<file path="config.mk">
export PLATFORM = sky130hd
export DESIGN_NAME = dmac_channel_arbiter
export DESIGN_NICKNAME = d
export VERILOG_FILES = /design/src/rtl/dmac_channel_arbiter.sv
export SDC_FILE = /design/constraint.sdc
export NUM_CORES = 1
export LEC_CHECK = 0
export BUFFER_PORTS_ARGS = -buffer_cell sky130_fd_sc_hd__buf_2
export CELL_PAD_IN_SITES_DETAIL_PLACEMENT = 0
export CELL_PAD_IN_SITES_GLOBAL_PLACEMENT = 1
export CORE_MARGIN = 10
export CORE_UTILIZATION = 37
export DETAILED_ROUTE_END_ITERATION = 16
export PLACE_DENSITY_LB_ADDON = 0.1
export SYNTH_ARGS = -nofsm -noshare
export SYNTH_HDL_FRONTEND = slang
export SYNTH_SLANG_ARGS = --single-unit
</file>
<file path="constraint.sdc">
create_clock -name clk -period 2 [get_ports clk]
set_input_delay 0.4 -clock clk [delete_from_list [all_inputs] [get_ports clk]]
set_output_delay 0.4 -clock clk [all_outputs]
set_load 0.02 [all_outputs]
</file>
<file path="src/rtl/dmac_channel_arbiter.sv">
// Round-robin grant sequencer sharing one AHB master port between DMA channels,
// with quantum-limited tenures and sticky, maskable completion interrupts.
module dmac_channel_arbiter #(
    parameter int unsigned N_CH    = 4,
    parameter int unsigned QUANTUM = 4
) (
    input  logic                    clk,
    input  logic                    rst,
    input  logic [N_CH-1:0]         ch_req,
    input  logic [N_CH-1:0]         ch_burst_done,
    input  logic [N_CH-1:0]         ch_done,
    input  logic [N_CH-1:0]         irq_mask,
    input  logic [N_CH-1:0]         irq_clr,
    output logic [N_CH-1:0]         ch_grant,
    output logic [$clog2(N_CH)-1:0] grant_id,
    output logic                    grant_valid,
    output logic [N_CH-1:0]         irq_status,
    output logic                    dmac_irq
);

    localparam int unsigned IdW = $clog2(N_CH);

    typedef enum logic [1:0] {StIdle, StArb, StGranted, StRelease} state_e;

    state_e            state_q, state_d;
    logic [N_CH-1:0]   ch_grant_q, ch_grant_d;
    logic [IdW-1:0]    grant_id_q, grant_id_d;
    logic [IdW-1:0]    last_ptr_q, last_ptr_d;
    logic [3:0]        burst_cnt_q, burst_cnt_d;
    logic [N_CH-1:0]   irq_status_q, irq_status_d;

    logic              arb_found;
    logic [IdW-1:0]    arb_idx;
    logic [IdW-1:0]    cand;
    logic              g_req, g_done, g_burst;
    logic              others_req;
    logic              quantum_hit;
    logic              g_release;

    // Search last_ptr+1 .. last_ptr+N_CH; modulo keeps non-power-of-2 counts in range.
    always_comb begin
        arb_found = 1'b0;
        arb_idx   = '0;
        cand      = '0;
        for (int unsigned i = 1; i <= N_CH; i++) begin
            cand = IdW'((32'(last_ptr_q) + i) % N_CH);
            if (!arb_found && ch_req[cand]) begin
                arb_found = 1'b1;
                arb_idx   = cand;
            end
        end
    end

    assign g_req       = ch_req[grant_id_q];
    assign g_done      = ch_done[grant_id_q];
    assign g_burst     = ch_burst_done[grant_id_q];
    assign others_req  = |(ch_req & ~ch_grant_q);
    assign quantum_hit = ({1'b0, burst_cnt_q} + 5'd1) >= 5'(QUANTUM);
    // Done wins over burst-done; quantum expiry only yields to a waiting channel.
    assign g_release   = g_done || !g_req || (g_burst && quantum_hit && others_req);

    always_ff @(posedge clk or posedge rst) begin
        if (rst) begin
            state_q <= StIdle;
        end else begin
            state_q <= state_d;
        end
    end

    always_comb begin
        state_d = state_q;
        unique case (state_q)
            StIdle:    if (|ch_req) state_d = StArb;
            StArb:     state_d = arb_found ? StGranted : StIdle;
            StGranted: if (g_release) state_d = StRelease;
            StRelease: state_d = (|ch_req) ? StArb : StIdle;
            default:   state_d = StIdle;
        endcase
    end

    always_comb begin
        ch_grant_d   = ch_grant_q;
        grant_id_d   = grant_id_q;
        last_ptr_d   = last_ptr_q;
        burst_cnt_d  = burst_cnt_q;
        irq_status_d = (irq_status_q & ~irq_clr) | ch_done;
        unique case (state_q)
            StArb: begin
                if (arb_found) begin
                    ch_grant_d  = N_CH'(1) << arb_idx;
                    grant_id_d  = arb_idx;
                    last_ptr_d  = arb_idx;
                    burst_cnt_d = '0;
                end
            end
            StGranted: begin
                if (g_release) begin
                    ch_grant_d = '0;
                end else if (g_burst) begin
                    burst_cnt_d = quantum_hit ? 4'(QUANTUM) : burst_cnt_q + 4'd1;
                end
            end
            default: ;
        endcase
    end

    always_ff @(posedge clk or posedge rst) begin
        if (rst) begin
            ch_grant_q   <= '0;
            grant_id_q   <= '0;
            last_ptr_q   <= IdW'(N_CH - 1);
            burst_cnt_q  <= '0;
            irq_status_q <= '0;
        end else begin
            ch_grant_q   <= ch_grant_d;
            grant_id_q   <= grant_id_d;
            last_ptr_q   <= last_ptr_d;
            burst_cnt_q  <= burst_cnt_d;
            irq_status_q <= irq_status_d;
        end
    end

    assign ch_grant    = ch_grant_q;
    assign grant_id    = grant_id_q;
    assign grant_valid = |ch_grant_q;
    assign irq_status  = irq_status_q;
    assign dmac_irq    = |(irq_status_q & irq_mask);

endmodule

</file>
==> flow_summary.yaml <==
synthesis:
  ys.warnings.count: 0
  number_of_distinct_library_cells_after_synthesis: 36
  synth_top_flop_cell: "dfrtp_1"
  synth_enable_flop_cells: 0
  postSynthNetCount: 130
  synth_sequential_area_ratio_pct: 42.2
  synth-seq-cells: 18
  syn_avg_cell_area_sq_um: 10.1
  postSynth.asyncResetShare_pct: 100
  synthCells: 106
  post_synth_instance_area_sq_mm: 0.00107
layout:
  final_nets: 167
  final_cell_mix: "33 x buf_2, 16 x nand2_1, 16 x dfrtp_1"
  area_delta_synth_final_pct: 21.4
  fillCellCount: 279
  post_route_cells_drive_above_1_share_pct: 33.8
  antenna_cells: 0
  layout.core_utilization_pct: 47.2
  layout.cells.most_common: "buf_2"
global_route:
  maximum_number_of_pins_on_one_net_before_global_route_repair: 19
  grt_first_pass_wirelength_mm: 4.60
  grt_util_all_layers_pct: 10.8
  grt.met3_usage_pct: 5.38
  grt.met2_usage_pct: 15.6
  vias_in_the_first_global_route: 933
  grt_overflow: 0
  grt_most_used_layer: "met2"
  grt_antenna_before_repair: 0
  use_met1_pct: 13.6
routing:
  final_antenna_net_count: 0
  avgViaCountPerCell: 5.24
  wl_mm: 2.70
  avgRoutedWirePerCell_um: 15.6
  drt_pre_antenna_iters: 4
  dr_total_vias: 907
  drt-initial-drc-count: 46
  post-route-drc-count: 0
clock_tree:
  cts_inserted_buffers: 3
  ctsHoldBuffers: 0
  clock_tree_from_tritoncts: "yes"
  clk_transition_reported_paths_ns: 0.10
  cts_root_buf: "clkbuf_4"
  tritoncts_num_sinks: 18
  cts_resized: 0
  post_cts_buffers: 0
  h-tree-depth: 1
  clock_path_buffers: 2
  clock_latency_ns: 0.29
die:
  fp.dieArea_sq_mm: 0.00545
  start_util_pct: 38.9
  floorplan.die.width_um: 73.8
  die_height_um: 73.8
  std_cell_rows: 19
  coreArea_sq_mm: 0.00276
  design.portCount: 34
timing:
  tns_ns: 0
  slew_violations: 0
  worstMarginPinSlew_ns: 0.700
  clock_skew_ns: 0.00113
  portion_of_the_clock_cycle_consumed_by_the_worst_path_in_the_final_layout_pct: 83.7
  period_minus_slack_ns: 1.67
  holdWs_ns: 0.202
  hold_viol: 0
  final-setup-viol-count: 0
  grt_setup_unrepaired: "false"
  fmax_mhz: 598
  headroom_to_the_max_slew_limit_pct: 53.3
placed_design:
  dpl.hpwl_mm: 2.22
  gp_congestion: 0.778
  port-buffer-count: 33
critical_path:
  crit_required_ns: 2.16
  timing.critical_path.to_type: "flop"
  standard_cell_with_the_maximum_stage_delay_on_the_critical_path: "dfstp_2"
  crit_chain: "inv_1 > a22o_1 > a221oi_2 > o221ai_1"
  worst_path_largest_cell_delay_ns: 0.60
  cp_data_arrival_time_ns: 1.83
  startpoint_type: "flop"
  critPathMaxFanout: 5
  critical_path_class: "reg2reg"
pwr:
  fin_total_pwr_uw: 1500
  leakagePower_uw: 0.000680
  vdd_ir_drop_max_mv: 0.664
  power_per_standard_cell_area_mw_per_mm2: 1160
status:
  run_status: "finished clean"
run:
  timing.max_cap.violations: 0
min_path:
  min-delay-path-class: "in2async"
critical path: cells and delay by family (launching register included):
kind	cells	cell delay [ns]
flops	1	0.60
buf+inv	1	0.07
compound gates	3	0.87
power breakdown:
| part | internal (uW) | total, uW | switching [uW] |
|---|---|---|---|
| combinational | 283 | 688 | 405 |
| sequential | 476 | 597 | 121 |
| clock | 111 | 220 | 110 |
path summary, 6_finish.rpt:
path                                      startpoint                   endpoint  slack, ns  cells past startpoint
hold reg to reg            last_ptr_q[1]$_DFFE_PP1P_  last_ptr_q[1]$_DFFE_PP1P_       0.51                      2
setup reg to reg           last_ptr_q[0]$_DFFE_PP1P_    ch_grant[1]$_DFFE_PP0P_       0.33                      4
hold / removal                                   rst    irq_status[2]$_DFF_PP0_       0.20                      2
min in group clk                          ch_done[0]    irq_status[0]$_DFF_PP0_       0.30                      2
max in group asynchronous                        rst                  async pin       1.36                      2
setup / recovery           last_ptr_q[0]$_DFFE_PP1P_    ch_grant[1]$_DFFE_PP0P_       0.33                      4
synth_stat cells (2+ instances only):
master	instances	area, sq um
a21o_1	4	30.0
a21oi_1	2	10.0
a22oi_1	2	15.0
dfrtp_1	16	400
dfstp_2	2	52.6
ha_1	2	25.0
inv_1	13	48.8
mux2i_1	5	50.1
nand2_1	16	60.1
nand2b_1	2	12.5
nor2_1	2	7.51
nor2b_1	10	62.6
o21ai_0	2	10.0
o21ai_1	2	10.0
o221ai_1	4	35.0
or3_1	2	12.5
logic make-up after synthesis:
family                     Yosys count  share of synthesized area [%]
AOI/OAI and AO/OA                   27                           21.5
adders and majority gates            2                           2.33
buffers and inverters               14                           5.60
DFF                                 18                           42.2
muxes                                7                           7.82
and+or+nand+nor                     38                           20.5
layer usage:
metal | up-vias | wire length, um
li1 | 448 | -
met1 | 428 | 1220
met2 | 29 | 1130
met3 | 2 | 332
met4 | 0 | 19
met5 | - | 0
cell type report:
cell class                 instances  area [sq um]  share of cell area, %
sequential                        18           453                   34.8
timing repair buffer              33           165                   12.7
clock buffer                       4          36.3                   2.79
tap                               31          38.8                   2.98
inverter                          13          48.8                   3.75
multi-input combinational         74           559                   43.0
metrics by stage:
step           setup WS (ns)  instance area [sq um]  cells
4_1_cts                0.330                   1300    173
6_report               0.326                   1300    173
3_5_place_dp           0.193                   1260    169
3_3_place_gp           0.237                   1260    169
2_1_floorplan          0.508                   1070    106
5_1_grt                0.205                   1300    173
registers in the layout (all words and copies together) (netlist names), named ones only:
| signal | cells |
|---|---|
| grant_id | 2 |
| ch_grant | 4 |
| burst_cnt_q | 4 |
| irq_status | 4 |
| state_q | 1 |
| last_ptr_q | 2 |
(Power assumes the default switching activity.)
